<file path="config.mk">
export PLATFORM = sky130hd
export DESIGN_NAME = multicycle_control_fsm_flat
export DESIGN_NICKNAME = d
export VERILOG_FILES = /design/src/rtl/multicycle_control_fsm_if.sv /design/src/rtl/multicycle_control_fsm.sv /design/src/flat_wrapper.sv
export SDC_FILE = /design/constraint.sdc
export NUM_CORES = 1
export LEC_CHECK = 0
export CAP_MARGIN = 15
export CORE_MARGIN = 8
export CORE_UTILIZATION = 45
export DETAILED_ROUTE_END_ITERATION = 10
export MAX_ROUTING_LAYER = met4
export PLACE_DENSITY = 0.8
export SYNTH_ARGS = -nofsm -noshare
export SYNTH_HDL_FRONTEND = slang
export SYNTH_SLANG_ARGS = --single-unit
</file>
<file path="constraint.sdc">
create_clock -name clk -period 7 [get_ports clk]
set_input_delay 1.4 -clock clk [delete_from_list [all_inputs] [get_ports clk]]
set_output_delay 1.4 -clock clk [all_outputs]
set_load 0.01 [all_outputs]
</file>
<file path="src/rtl/multicycle_control_fsm_if.sv">
// Control/status bundle between the multi-cycle sequencer and the datapath.
interface multicycle_control_fsm_if #(
    parameter int unsigned CNT_W = 32
);
    // Datapath status seen by the sequencer
    logic [31:0]      instr;
    logic             zero_flag;
    logic             mem_ready;

    // Datapath controls driven by the sequencer
    logic             pc_write;
    logic             pc_write_cond;
    logic [1:0]       pc_source;
    logic             ir_write;
    logic             i_or_d;
    logic             mem_read;
    logic             mem_write;
    logic             mem_to_reg;
    logic             reg_write;
    logic             reg_dst;
    logic             alu_src_a;
    logic [1:0]       alu_src_b;
    logic [1:0]       alu_op;

    // Core status
    logic             halted;
    logic             error;
    logic [CNT_W-1:0] retired_count;

    modport master (
        input  instr, zero_flag, mem_ready,
        output pc_write, pc_write_cond, pc_source, ir_write, i_or_d,
               mem_read, mem_write, mem_to_reg, reg_write, reg_dst,
               alu_src_a, alu_src_b, alu_op, halted, error, retired_count
    );

    modport slave (
        output instr, zero_flag, mem_ready,
        input  pc_write, pc_write_cond, pc_source, ir_write, i_or_d,
               mem_read, mem_write, mem_to_reg, reg_write, reg_dst,
               alu_src_a, alu_src_b, alu_op, halted, error, retired_count
    );
endinterface

</file>
<file path="src/rtl/multicycle_control_fsm.sv">
// Multi-cycle control sequencer: time-shares ALU and unified memory across
// fetch, decode, execute, memory and write-back; counts retired instructions.
module multicycle_control_fsm #(
    parameter int unsigned MEM_TIMEOUT = 15,
    parameter int unsigned CNT_W       = 32
) (
    input  logic                     clk,
    input  logic                     rst,
    multicycle_control_fsm_if.master bus
);
    localparam int unsigned WAIT_W = (MEM_TIMEOUT < 2) ? 1 : $clog2(MEM_TIMEOUT);
    localparam logic [WAIT_W-1:0] WAIT_TOP = WAIT_W'(MEM_TIMEOUT - 1);

    localparam logic [5:0] OP_RTYPE = 6'b000000;
    localparam logic [5:0] OP_LW    = 6'b100011;
    localparam logic [5:0] OP_SW    = 6'b101011;
    localparam logic [5:0] OP_BEQ   = 6'b000100;
    localparam logic [5:0] OP_J     = 6'b000010;
    localparam logic [5:0] OP_ADDI  = 6'b001000;
    localparam logic [5:0] OP_ANDI  = 6'b001100;
    localparam logic [5:0] OP_ORI   = 6'b001101;

    localparam logic [3:0] S_FETCH   = 4'd0;
    localparam logic [3:0] S_DECODE  = 4'd1;
    localparam logic [3:0] S_MEMADDR = 4'd2;
    localparam logic [3:0] S_MEMRD   = 4'd3;
    localparam logic [3:0] S_WB_MEM  = 4'd4;
    localparam logic [3:0] S_MEMWR   = 4'd5;
    localparam logic [3:0] S_EXEC_R  = 4'd6;
    localparam logic [3:0] S_WB_R    = 4'd7;
    localparam logic [3:0] S_EXEC_I  = 4'd8;
    localparam logic [3:0] S_WB_I    = 4'd9;
    localparam logic [3:0] S_BRANCH  = 4'd10;
    localparam logic [3:0] S_JUMP    = 4'd11;
    localparam logic [3:0] S_HALT    = 4'd12;

    logic [3:0]        state_q,   state_next;
    logic [WAIT_W-1:0] wait_q,    wait_next;
    logic [CNT_W-1:0]  retired_q, retired_next;
    logic              halted_q,  halted_next;
    logic              error_q,   error_next;
    logic              retire;
    logic              err_set;

    logic [5:0] opcode;
    logic       is_halt;

    logic       pc_write, pc_write_cond, ir_write, i_or_d, mem_read, mem_write;
    logic       mem_to_reg, reg_write, reg_dst, alu_src_a;
    logic [1:0] pc_source, alu_src_b, alu_op;

    assign opcode  = bus.instr[31:26];
    assign is_halt = (bus.instr == 32'hFFFF_FFFF);

    // State, wait counter, retire counter and sticky status
    always_ff @(posedge clk or negedge rst) begin
        if (!rst) begin
            state_q   <= S_FETCH;
            wait_q    <= '0;
            retired_q <= '0;
            halted_q  <= 1'b0;
            error_q   <= 1'b0;
        end else begin
            state_q   <= state_next;
            wait_q    <= wait_next;
            retired_q <= retired_next;
            halted_q  <= halted_next;
            error_q   <= error_next;
        end
    end

    // Next-state: sequencing, memory wait/timeout, retire and error detection
    always_comb begin
        state_next = state_q;
        wait_next  = '0;
        retire     = 1'b0;
        err_set    = 1'b0;
        case (state_q)
            S_FETCH, S_MEMRD, S_MEMWR: begin
                if (bus.mem_ready) begin
                    case (state_q)
                        S_FETCH: state_next = S_DECODE;
                        S_MEMRD: state_next = S_WB_MEM;
                        default: begin
                            state_next = S_FETCH;
                            retire     = 1'b1;
                        end
                    endcase
                end else if (wait_q == WAIT_TOP) begin
                    state_next = S_HALT;
                    err_set    = 1'b1;
                end else begin
                    wait_next = wait_q + WAIT_W'(1);
                end
            end
            S_DECODE: begin
                if (is_halt) begin
                    state_next = S_HALT;
                end else begin
                    case (opcode)
                        OP_LW, OP_SW:             state_next = S_MEMADDR;
                        OP_RTYPE:                 state_next = S_EXEC_R;
                        OP_ADDI, OP_ANDI, OP_ORI: state_next = S_EXEC_I;
                        OP_BEQ:                   state_next = S_BRANCH;
                        OP_J:                     state_next = S_JUMP;
                        default: begin
                            state_next = S_HALT;
                            err_set    = 1'b1;
                        end
                    endcase
                end
            end
            S_MEMADDR: state_next = (opcode == OP_SW) ? S_MEMWR : S_MEMRD;
            S_EXEC_R:  state_next = S_WB_R;
            S_EXEC_I:  state_next = S_WB_I;
            S_WB_MEM, S_WB_R, S_WB_I, S_BRANCH, S_JUMP: begin
                state_next = S_FETCH;
                retire     = 1'b1;
            end
            S_HALT:    state_next = S_HALT;
            default: begin
                state_next = S_HALT;
                err_set    = 1'b1;
            end
        endcase
        retired_next = retired_q + CNT_W'(retire);
        halted_next  = halted_q | (state_next == S_HALT);
        error_next   = error_q | err_set;
    end

    // Control decode from the state register; forced low while reset is held
    // so write enables drop the instant reset asserts
    always_comb begin
        pc_write      = 1'b0;
        pc_write_cond = 1'b0;
        pc_source     = 2'd0;
        ir_write      = 1'b0;
        i_or_d        = 1'b0;
        mem_read      = 1'b0;
        mem_write     = 1'b0;
        mem_to_reg    = 1'b0;
        reg_write     = 1'b0;
        reg_dst       = 1'b0;
        alu_src_a     = 1'b0;
        alu_src_b     = 2'd0;
        alu_op        = 2'd0;
        if (rst) begin
            case (state_q)
                S_FETCH: begin
                    mem_read  = 1'b1;
                    alu_src_b = 2'd1;
                    ir_write  = bus.mem_ready;
                    pc_write  = bus.mem_ready;
                end
                S_DECODE:  alu_src_b = 2'd3;
                S_MEMADDR: begin
                    alu_src_a = 1'b1;
                    alu_src_b = 2'd2;
                end
                S_MEMRD: begin
                    mem_read = 1'b1;
                    i_or_d   = 1'b1;
                end
                S_WB_MEM: begin
                    reg_write  = 1'b1;
                    mem_to_reg = 1'b1;
                end
                S_MEMWR: begin
                    mem_write = 1'b1;
                    i_or_d    = 1'b1;
                end
                S_EXEC_R: begin
                    alu_src_a = 1'b1;
                    alu_op    = 2'd2;
                end
                S_WB_R: begin
                    reg_write = 1'b1;
                    reg_dst   = 1'b1;
                end
                S_EXEC_I: begin
                    alu_src_a = 1'b1;
                    alu_src_b = 2'd2;
                    alu_op    = 2'd3;
                end
                S_WB_I:    reg_write = 1'b1;
                S_BRANCH: begin
                    alu_src_a     = 1'b1;
                    alu_op        = 2'd1;
                    pc_write_cond = 1'b1;
                    pc_source     = 2'd1;
                end
                S_JUMP: begin
                    pc_write  = 1'b1;
                    pc_source = 2'd2;
                end
                default: ;
            endcase
        end
    end

    assign bus.pc_write      = pc_write;
    assign bus.pc_write_cond = pc_write_cond;
    assign bus.pc_source     = pc_source;
    assign bus.ir_write      = ir_write;
    assign bus.i_or_d        = i_or_d;
    assign bus.mem_read      = mem_read;
    assign bus.mem_write     = mem_write;
    assign bus.mem_to_reg    = mem_to_reg;
    assign bus.reg_write     = reg_write;
    assign bus.reg_dst       = reg_dst;
    assign bus.alu_src_a     = alu_src_a;
    assign bus.alu_src_b     = alu_src_b;
    assign bus.alu_op        = alu_op;
    assign bus.halted        = halted_q;
    assign bus.error         = error_q;
    assign bus.retired_count = retired_q;
endmodule

</file>
<file path="src/flat_wrapper.sv">
// flat-port wrapper written by rule: the top's interface ports become plain ports
module multicycle_control_fsm_flat 
#(
    parameter int unsigned MEM_TIMEOUT = 15,
    parameter int unsigned CNT_W       = 32
)
  (clk, rst, bus_instr, bus_zero_flag, bus_mem_ready, bus_pc_write, bus_pc_write_cond, bus_pc_source, bus_ir_write, bus_i_or_d, bus_mem_read, bus_mem_write, bus_mem_to_reg, bus_reg_write, bus_reg_dst, bus_alu_src_a, bus_alu_src_b, bus_alu_op, bus_halted, bus_error, bus_retired_count);
  multicycle_control_fsm_if #(.CNT_W(CNT_W)) bus_i ();
  input  logic clk;
  input  logic rst;
  input wire logic [$bits(bus_i.instr)-1:0] bus_instr;
  input wire logic [$bits(bus_i.zero_flag)-1:0] bus_zero_flag;
  input wire logic [$bits(bus_i.mem_ready)-1:0] bus_mem_ready;
  output wire logic [$bits(bus_i.pc_write)-1:0] bus_pc_write;
  output wire logic [$bits(bus_i.pc_write_cond)-1:0] bus_pc_write_cond;
  output wire logic [$bits(bus_i.pc_source)-1:0] bus_pc_source;
  output wire logic [$bits(bus_i.ir_write)-1:0] bus_ir_write;
  output wire logic [$bits(bus_i.i_or_d)-1:0] bus_i_or_d;
  output wire logic [$bits(bus_i.mem_read)-1:0] bus_mem_read;
  output wire logic [$bits(bus_i.mem_write)-1:0] bus_mem_write;
  output wire logic [$bits(bus_i.mem_to_reg)-1:0] bus_mem_to_reg;
  output wire logic [$bits(bus_i.reg_write)-1:0] bus_reg_write;
  output wire logic [$bits(bus_i.reg_dst)-1:0] bus_reg_dst;
  output wire logic [$bits(bus_i.alu_src_a)-1:0] bus_alu_src_a;
  output wire logic [$bits(bus_i.alu_src_b)-1:0] bus_alu_src_b;
  output wire logic [$bits(bus_i.alu_op)-1:0] bus_alu_op;
  output wire logic [$bits(bus_i.halted)-1:0] bus_halted;
  output wire logic [$bits(bus_i.error)-1:0] bus_error;
  output wire logic [$bits(bus_i.retired_count)-1:0] bus_retired_count;
  assign bus_i.instr = bus_instr;
  assign bus_i.zero_flag = bus_zero_flag;
  assign bus_i.mem_ready = bus_mem_ready;
  assign bus_pc_write = bus_i.pc_write;
  assign bus_pc_write_cond = bus_i.pc_write_cond;
  assign bus_pc_source = bus_i.pc_source;
  assign bus_ir_write = bus_i.ir_write;
  assign bus_i_or_d = bus_i.i_or_d;
  assign bus_mem_read = bus_i.mem_read;
  assign bus_mem_write = bus_i.mem_write;
  assign bus_mem_to_reg = bus_i.mem_to_reg;
  assign bus_reg_write = bus_i.reg_write;
  assign bus_reg_dst = bus_i.reg_dst;
  assign bus_alu_src_a = bus_i.alu_src_a;
  assign bus_alu_src_b = bus_i.alu_src_b;
  assign bus_alu_op = bus_i.alu_op;
  assign bus_halted = bus_i.halted;
  assign bus_error = bus_i.error;
  assign bus_retired_count = bus_i.retired_count;
  multicycle_control_fsm #(.MEM_TIMEOUT(MEM_TIMEOUT), .CNT_W(CNT_W)) u_core (.clk(clk), .rst(rst), .bus(bus_i));
endmodule
</file>
# --- Word-level counts from Yosys, hierarchy flattened ---
# Cells that the tools add are included.
word_totals:
  ff_bits: 42
  latch_bits: 0
  ram_bits: 0
  rom_bits: 0
  output_inout_bits: 50
  elab_cells: 88
  n_memories: 0
op_classes:
  add_sub_neg: 2
  mul: 0
  div_mod_pow: 0
  order_cmp: 0
  eq_ne: 22
  n_shift: 0
  muxes: 44
  bitwise_logic: 2
  reduce_logical: 13
op_table:
  columns: ["op", "n"]
  rows:
  - ["adder 32 x 1 -> 32 bit", 1]
  - ["equality test 32 bit (second input constant)", 1]
  - ["equality test 4 bit (second input constant)", 7]
  - ["two-way mux 1 bit", 25]
  - ["two-way mux 4 bit", 6]
  - ["case mux 4 bit (6 select lines)", 1]
  - ["case mux 4 bit (5 select lines)", 1]
  - ["equality test 6 x 4 -> 1 bit (second input constant)", 3]
  - ["equality test 4 x 3 -> 1 bit (second input constant)", 4]
  - ["equality test 6 bit (second input constant)", 2]
  - ["case mux 2 bit (3 select lines)", 2]
  - ["OR reduction 3 bit", 3]
  - ["OR reduction 9 bit", 1]
  - ["equality test 4 x 2 -> 1 bit (second input constant)", 2]
  - ["OR reduction 2 bit", 4]
  - ["OR reduction 8 bit", 1]
  - ["equality test 6 x 2 -> 1 bit (second input constant)", 1]
  - ["equality test 6 x 3 -> 1 bit (second input constant)", 1]
  - ["zero test 6 bit", 1]
  - ["two-way mux 2 bit", 3]
  - ["case mux 3 bit (2 select lines)", 1]
  - ["OR reduction 5 bit", 1]
  - ["adder 4 x 1 -> 4 bit (second input constant)", 1]
  - ["equality test 4 x 1 -> 1 bit (second input constant)", 1]
  - ["other kinds (7)", 9]

# --- Logic depth before layout (Yosys ltp) ---
# Gate-level depths: netlist of run 1.
logic_depth:
  ltp_word: 7
  mapped_depth: 12

# --- Worst setup path before layout of run 1 ---
# No wires, ideal clock.
synth_path:
  path_kind: "input-to-output"
  start: "input port rst"
  end: "output port bus_pc_write"
  arrival_ns: 2.185
  setup_slack_ns: 3.415
  cell_stages: 3
  cell_sequence: "nand2b_1 nor4b_1 or2_1"
synth_via:
  elab_chain_cells: 1
synth_lines:
  columns: ["element", "line_no", "text"]
  rows:
  - ["from (decl)", "flat_wrapper.sv:10", "input logic rst;"]
  - ["two-way mux 1 bit", "multicycle_control_fsm.sv:147", "if (rst) begin"]
  - ["to (decl)", "flat_wrapper.sv:14", "output wire logic [$bits(bus_i.pc_write)-1:0] bus_pc_write;"]
# Every way passes these cells.

# --- Worst setup path in the final report of run 1 ---
# Ends and elaborated chain as after synthesis.

==> key figures, run 1 <==
Run status
  – Outcome: completed

Timing
  – RSZ-0062 raised after global routing: false
  – Fmax: 0.221 GHz
  – Total negative setup slack: 0 ns
  – Headroom to the max-slew limit: 55.4%
  – Final hold vios: 0
  – Setup WS post-layout: 2.48 ns
  – Fin crit share: 64.6%
  – Min Tclk post-route: 4.52 ns
  – Worst Tran Pin Value: 0.669 ns
  – Setup-failing EPs final: 0
  – Worst clock skew: 0.00762 ns
  – Max Slew Vio Count: 0

Clock tree
  – Clock Path Buffers: 2
  – CTS tree: done
  – CTS Sinks: 42
  – Max H-tree Level: 2
  – Postcts setup bufs: 0
  – CTS Buf Count: 5
  – Worst-path clk slew: 0.08 ns
  – Clock Tree Root: clkbuf_8
  – Hold buffers post-CTS: 0
  – Worst skew pair latency: 0.29 ns
  – Gates resized, CTS repair: 0

Power and ir drop
  – Pwr Density: 226 nW/um^2
  – Pwr Total: 0.773 mW
  – P_leak: 1.41 nW
  – Worst VDD drop: 0.162 mV

Drt
  – Detail Route Antenna Nets: 0
  – Routed vias/inst: 5.31
  – DRT Pass-1 Iters: 4
  – Detailed Route Iter0 Violations: 123
  – Post-route DRC: 0
  – Routed len/inst: 15.4 microns
  – Total number of vias: 2194
  – Post-Route WL: 6340 microns

Cells and area
  – Layout cells sized above 1: 7.00%
  – Nets: 382
  – Multi-input gate area: 1310 sq um
  – Storage element area: 1050 sq um
  – Area delta synth->final: 40.9%
  – FILL cells: 453
  – Diode count: 0

Yosys
  – Part of the Yosys area used for sequential elements: 43.4%
  – Top post-synthesis cells by area: dfrtp_1 43%, xnor2_1 7.2%, xor2_1 4.3%, nand4_1 4.1%, nor2_1 4.0%
  – Post-Syn Area: 2420 sq um
  – Mapped Avg Cell Area: 9.39 sq um
  – Yosys warns: 0
  – Mapped Cells: 258
  – Netlist cell types: 51
  – Mapped Nets: 298
  – Dominant cell type by area after synthesis: dfrtp_1
  – Register bit count reported by yosys: 42
  – Top-area cell type share of the netlist area: 43.4%

Global routing
  – Antenna violations before repair: 0
  – Tot GR Track Use: 16.6%
  – Via count of the first global-routing pass: 2118
  – Total grt overflow: 0
  – Largest net degree at the start of global routing: 50
  – First-pass GRT wire length: 10200 microns

Critical path
  – End point of the critical path: bus_pc_write
  – Crit path capture type: output port
  – Critical path origin: rst
  – R2r endpoint: u_core.bus.retired_count[26]
  – Reg2Reg Depth: 11
  – Max FO, Critical Path: 49
  – WP data arrival: 3.12 ns
  – Startpoint types: input port
  – Crit path kind: in2out
  – R2r setup slk: 3.93 ns
  – WP data required: 5.60 ns
  – Reg2reg start: u_core.state_q[1]

Die
  – DIE HEIGHT: 89.4 microns
  – Die ar.: 7990 sq um
  – Starting Density: 47.2%
  – # IOs: 86
  – # rows: 26
  – Core Region: 5140 sq um
  – Chip width: 89.4 microns

Placement
  – Number of I/O port buffers: 84
  – Placer Congestion: 0.827
  – HPWL Detailed: 4750 microns
  – Place WS: 2.41 ns

Hold path
  – Path type of the worst min-delay path: reg2reg
  – WHS Path Cells: 1

Flow run
  – Max cap viols: 0
## power by group
part / switching [mW] / total [mW] / internal, mW
sequential: 0.0627 / 0.332 / 0.269
clock: 0.0850 / 0.167 / 0.0816
combinational: 0.131 / 0.275 / 0.144
total: 0.278 / 0.773 / 0.495
## placed cells by master, fill, tap and decap left out, types with 2 or more instances in the layout
master / n
clkdlybuf4s50_1: 83
dfrtp_1: 42
nor2_1: 26
nand2_1: 21
xnor2_1: 20
nand3_1: 16
nand4_1: 16
xor2_1: 12
nor3_1: 12
a21oi_1: 11
and3_1: 6
inv_1: 6
clkbuf_8: 6
and4_1: 5
or3_1: 5
o21ai_0: 4
ha_1: 4
nand2b_1: 3
nand2_2: 3
inv_2: 2
and2_1: 2
o211ai_1: 2
a32oi_1: 2
o21bai_1: 2
or2_1: 2
nor2b_1: 2
## critical path, stage by stage
cell,delay [ns]
buf_2,0.07
buf_4,0.46
nand2b_1,0.17
nor4b_1,0.33
or2_1,0.15
clkdlybuf4s50_1,0.52
## synthesized netlist by cell type (all sizes together)
master   number
nand3        16
dfrtp        42
and4          5
ha            4
and4b         1
nor2         26
nor2b         2
a2bb2oi       1
a311oi        1
and2          2
a311o         1
or3           6
a21oi        11
nand2b        3
a21boi        1
nand2        24
clkbuf        4
a41o          1
o221ai        1
a21o          1
nor4          2
a211o         1
a32oi         2
inv           8
xnor2        21
nor4b         2
o21a          1
nand4        17
maj3          1
o41ai         1
and3          8
nor3         13
xor2         12
buf           4
o21bai        2
or2           2
o211ai        3
o21ai         5
## cell families after synthesis
family | share of synthesized area [%]
adders and majority gates | 2.48
buffers and inverters | 2.63
AOI/OAI and AO/OA | 9.65
xor gates and xnor gates | 12.2
and+or+nand+nor | 29.6
DFF | 43.4
## registers in the layout (all words and copies together), names as in the netlist
| register | count |
|---|---|
| u_core.bus.retired_count | 32 |
| u_core.wait_q | 4 |
| u_core.bus.error | 1 |
| u_core.state_q | 4 |
| u_core.bus.halted | 1 |
## worst min-delay path by stage
stage                              endpoint                         start  slack [ns]
2_1_floorplan              u_core.wait_q[0]              u_core.wait_q[0]        0.45
3_3_place_gp   u_core.bus.retired_count[31]  u_core.bus.retired_count[31]        0.46
3_5_place_dp   u_core.bus.retired_count[31]  u_core.bus.retired_count[31]        0.47
4_1_cts        u_core.bus.retired_count[31]  u_core.bus.retired_count[31]        0.49
5_1_grt        u_core.bus.retired_count[31]  u_core.bus.retired_count[31]        0.51
6_report       u_core.bus.retired_count[31]  u_core.bus.retired_count[31]        0.48
## per-stage QoR
stage	hold slack (ns)	util, %	std cells	area (sq um)
2_1_floorplan	0.454	-	258	2420
5_1_grt	0.506	66.5	413	3420
4_1_cts	0.486	66.5	413	3420
6_report	0.481	66.5	413	3420
3_5_place_dp	0.472	64.6	405	3320
3_3_place_gp	0.462	64.6	405	3320
## routing by layer
| layer | vias to the layer above | wire length (microns) | global-route usage [%] |
|---|---|---|---|
| met5 | - | 0 | - |
| met4 | 0 | 52 | 3.93 |
| met3 | 6 | 359 | 4.50 |
| met2 | 54 | 3050 | 26.5 |
| met1 | 1050 | 2880 | 20.4 |
| li1 | 1084 | - | - |
## layout make-up
| cell class | count | share of cell area, % |
|---|---|---|
| clock buffers | 7 | 2.53 |
| clock inverters | 1 | 0.256 |
| inverters | 8 | 0.879 |
| multi-input cells | 200 | 38.3 |
| flip-flops and latches | 42 | 30.8 |
| well taps | 70 | 2.56 |
| repair buffers | 85 | 24.7 |
(Power assumes the default switching activity.)
==> run 2: changes to the inputs <==
--- a/config.mk
+++ b/config.mk
@@ -7,10 +7,10 @@
 export LEC_CHECK = 0
 export CAP_MARGIN = 15
 export CORE_MARGIN = 8
-export CORE_UTILIZATION = 45
+export CORE_UTILIZATION = 41
 export DETAILED_ROUTE_END_ITERATION = 10
 export MAX_ROUTING_LAYER = met4
-export PLACE_DENSITY = 0.8
+export PLACE_DENSITY = 0.77
 export SYNTH_ARGS = -nofsm -noshare
 export SYNTH_HDL_FRONTEND = slang
 export SYNTH_SLANG_ARGS = --single-unit
==> constraint.sdc (replaced) <==
create_clock -name clk -period 4.03 [get_ports clk]
set_input_delay 0.806 -clock clk [delete_from_list [all_inputs] [get_ports clk]]
set_output_delay 0.806 -clock clk [all_outputs]
set_load 0.01 [all_outputs]
==> key figures, run 2 (synthesis gave the netlist of run 1 again) <==
Critical path
  – WP data arrival: 2.43 ns
  – Crit path capture type: output port
  – Max FO, Critical Path: 7
  – Reg2reg start: u_core.state_q[0]
  – WP data required: 3.22 ns
  – Critical path origin: bus_mem_ready
  – Startpoint types: input port
  – Crit path kind: in2out

Cells and area
  – Layout cells sized above 1: 7.56%
  – Utilization after layout: 58.9%
  – Most common cell after layout, fill and taps aside: clkdlybuf4s50_1
  – Diode count: 0
  – Max reg flops: 32
  – Commonest cells after routing, fill and taps aside: 83 x clkdlybuf4s50_1, 42 x dfrtp_1, 26 x nor2_1
  – Area delta synth->final: 41.3%
  – Nets: 383
  – Final Instance Area: 3420 sq um

Die
  – # IOs: 86
  – Chip width: 92.9 microns
  – Core Region: 5820 sq um
  – DIE HEIGHT: 92.9 microns
  – # rows: 28
  – Starting Density: 41.7%
  – Die ar.: 8630 sq um

Timing
  – Final hold vios: 0
  – Min Tclk post-route: 3.24 ns
  – Fin crit share: 80.4%
  – Worst Tran Pin Value: 0.647 ns
  – Total negative setup slack: 0 ns
  – Max Slew Vio Count: 0
  – Fmax: 0.309 GHz
  – Worst clock skew: 0.00655 ns
  – Setup-failing EPs final: 0
  – RSZ-0062 raised after global routing: false
  – Headroom to the max-slew limit: 56.9%

Global routing
  – Tot GR Track Use: 15.4%
  – Total grt overflow: 0
  – First-pass GRT wire length: 10700 microns
  – Via count of the first global-routing pass: 2313
  – Largest net degree at the start of global routing: 42
  – Antenna violations before repair: 0

Clock tree
  – CTS Buf Count: 5
  – CTS tree: done
  – Clock Path Buffers: 2
  – Worst-path clk slew: 0.08 ns
  – Worst skew pair latency: 0.29 ns
  – Postcts setup bufs: 0
  – Gates resized, CTS repair: 0
  – CTS Sinks: 42
  – Hold buffers post-CTS: 0
  – Clock Tree Root: clkbuf_8
  – Max H-tree Level: 2

Drt
  – Detailed Route Iter0 Violations: 108
  – Detail Route Antenna Nets: 0
  – Post-route DRC: 0
  – DRT Pass-1 Iters: 4
  – Post-Route WL: 6330 microns
  – Routed len/inst: 15.1 microns
  – Routed vias/inst: 5.26
  – Total number of vias: 2202

Power and ir drop
  – Worst VDD drop: 0.241 mV
  – Pwr Density: 385 nW/um^2
  – Pwr Total: 1.32 mW
  – P_leak: 1.41 nW

Placement
  – Placer Congestion: 0.827
  – DP Area: 3330 sq um
  – HPWL Detailed: 4870 microns
  – Number of I/O port buffers: 84

Run status
  – Outcome: completed

Flow run
  – Max cap viols: 0

Hold path
  – Path type of the worst min-delay path: in2async
==> run 2: cell types whose count changed in the layout (fill, tap and decap cells not counted), sizes merged <==
cell      delta
buf          +1
clkbuf       -2
inv          -1
clkinv       +2
clkinvlp     +1
==> run 2: area by class of cell <==
type | count | area, sq um
inverters | 8 | 30.0
clock inverters | 3 | 21.3
well taps | 75 | 93.8
fillers | 554 | 2390
repair buffers | 86 | 851
multi-input cells | 200 | 1310
flip-flops and latches | 42 | 1050
clock buffers | 5 | 68.8
==> run 2: layer usage <==
metal	vias to the layer above	share of wire [%]	global-route usage, %
li1	1089	-	-
met1	1055	45	18.3
met2	54	50	25.2
met3	4	4.8	3.88
met4	0	0.63	4.16
met5	-	0	-
==> run 2: worst max-delay path, cell delays in order <==
cell	delay (ns)
clkdlybuf4s50_1	0.60
nor4b_1	0.35
or2_1	0.15
clkdlybuf4s50_1	0.53
==> run 2: final timing paths <==
check / end / slack [ns] / depth (start not counted)
worst min-delay path: u_core.bus.error / 0.33 / 1
min in group clk: u_core.bus.retired_count[31] / 0.48 / 1
worst min register to register: u_core.bus.retired_count[31] / 0.48 / 1
max in group asynchronous: u_core.bus.retired_count[4] / 2.98 / 2
worst max register to register: u_core.bus.retired_count[21] / 1.05 / 10
worst max-delay path: bus_pc_write / 0.79 / 4
==> run 2: metrics by stage <==
step / instances / hold WS [ns] / setup WS, ns
after floorplan: 258 / 0.454 / 1.40
after global placement: 411 / 0.455 / 0.730
after detailed placement: 411 / 0.470 / 0.692
after CTS: 419 / 0.321 / 0.800
after global routing: 419 / 0.316 / 0.692
final: 419 / 0.328 / 0.789
==> run 2: where the power goes <==
group | switching (mW) | total, mW | internal, mW
Sequential | 0.107 | 0.575 | 0.468
Combinational | 0.224 | 0.475 | 0.251
Clock | 0.149 | 0.270 | 0.122
Total | 0.479 | 1.32 | 0.840
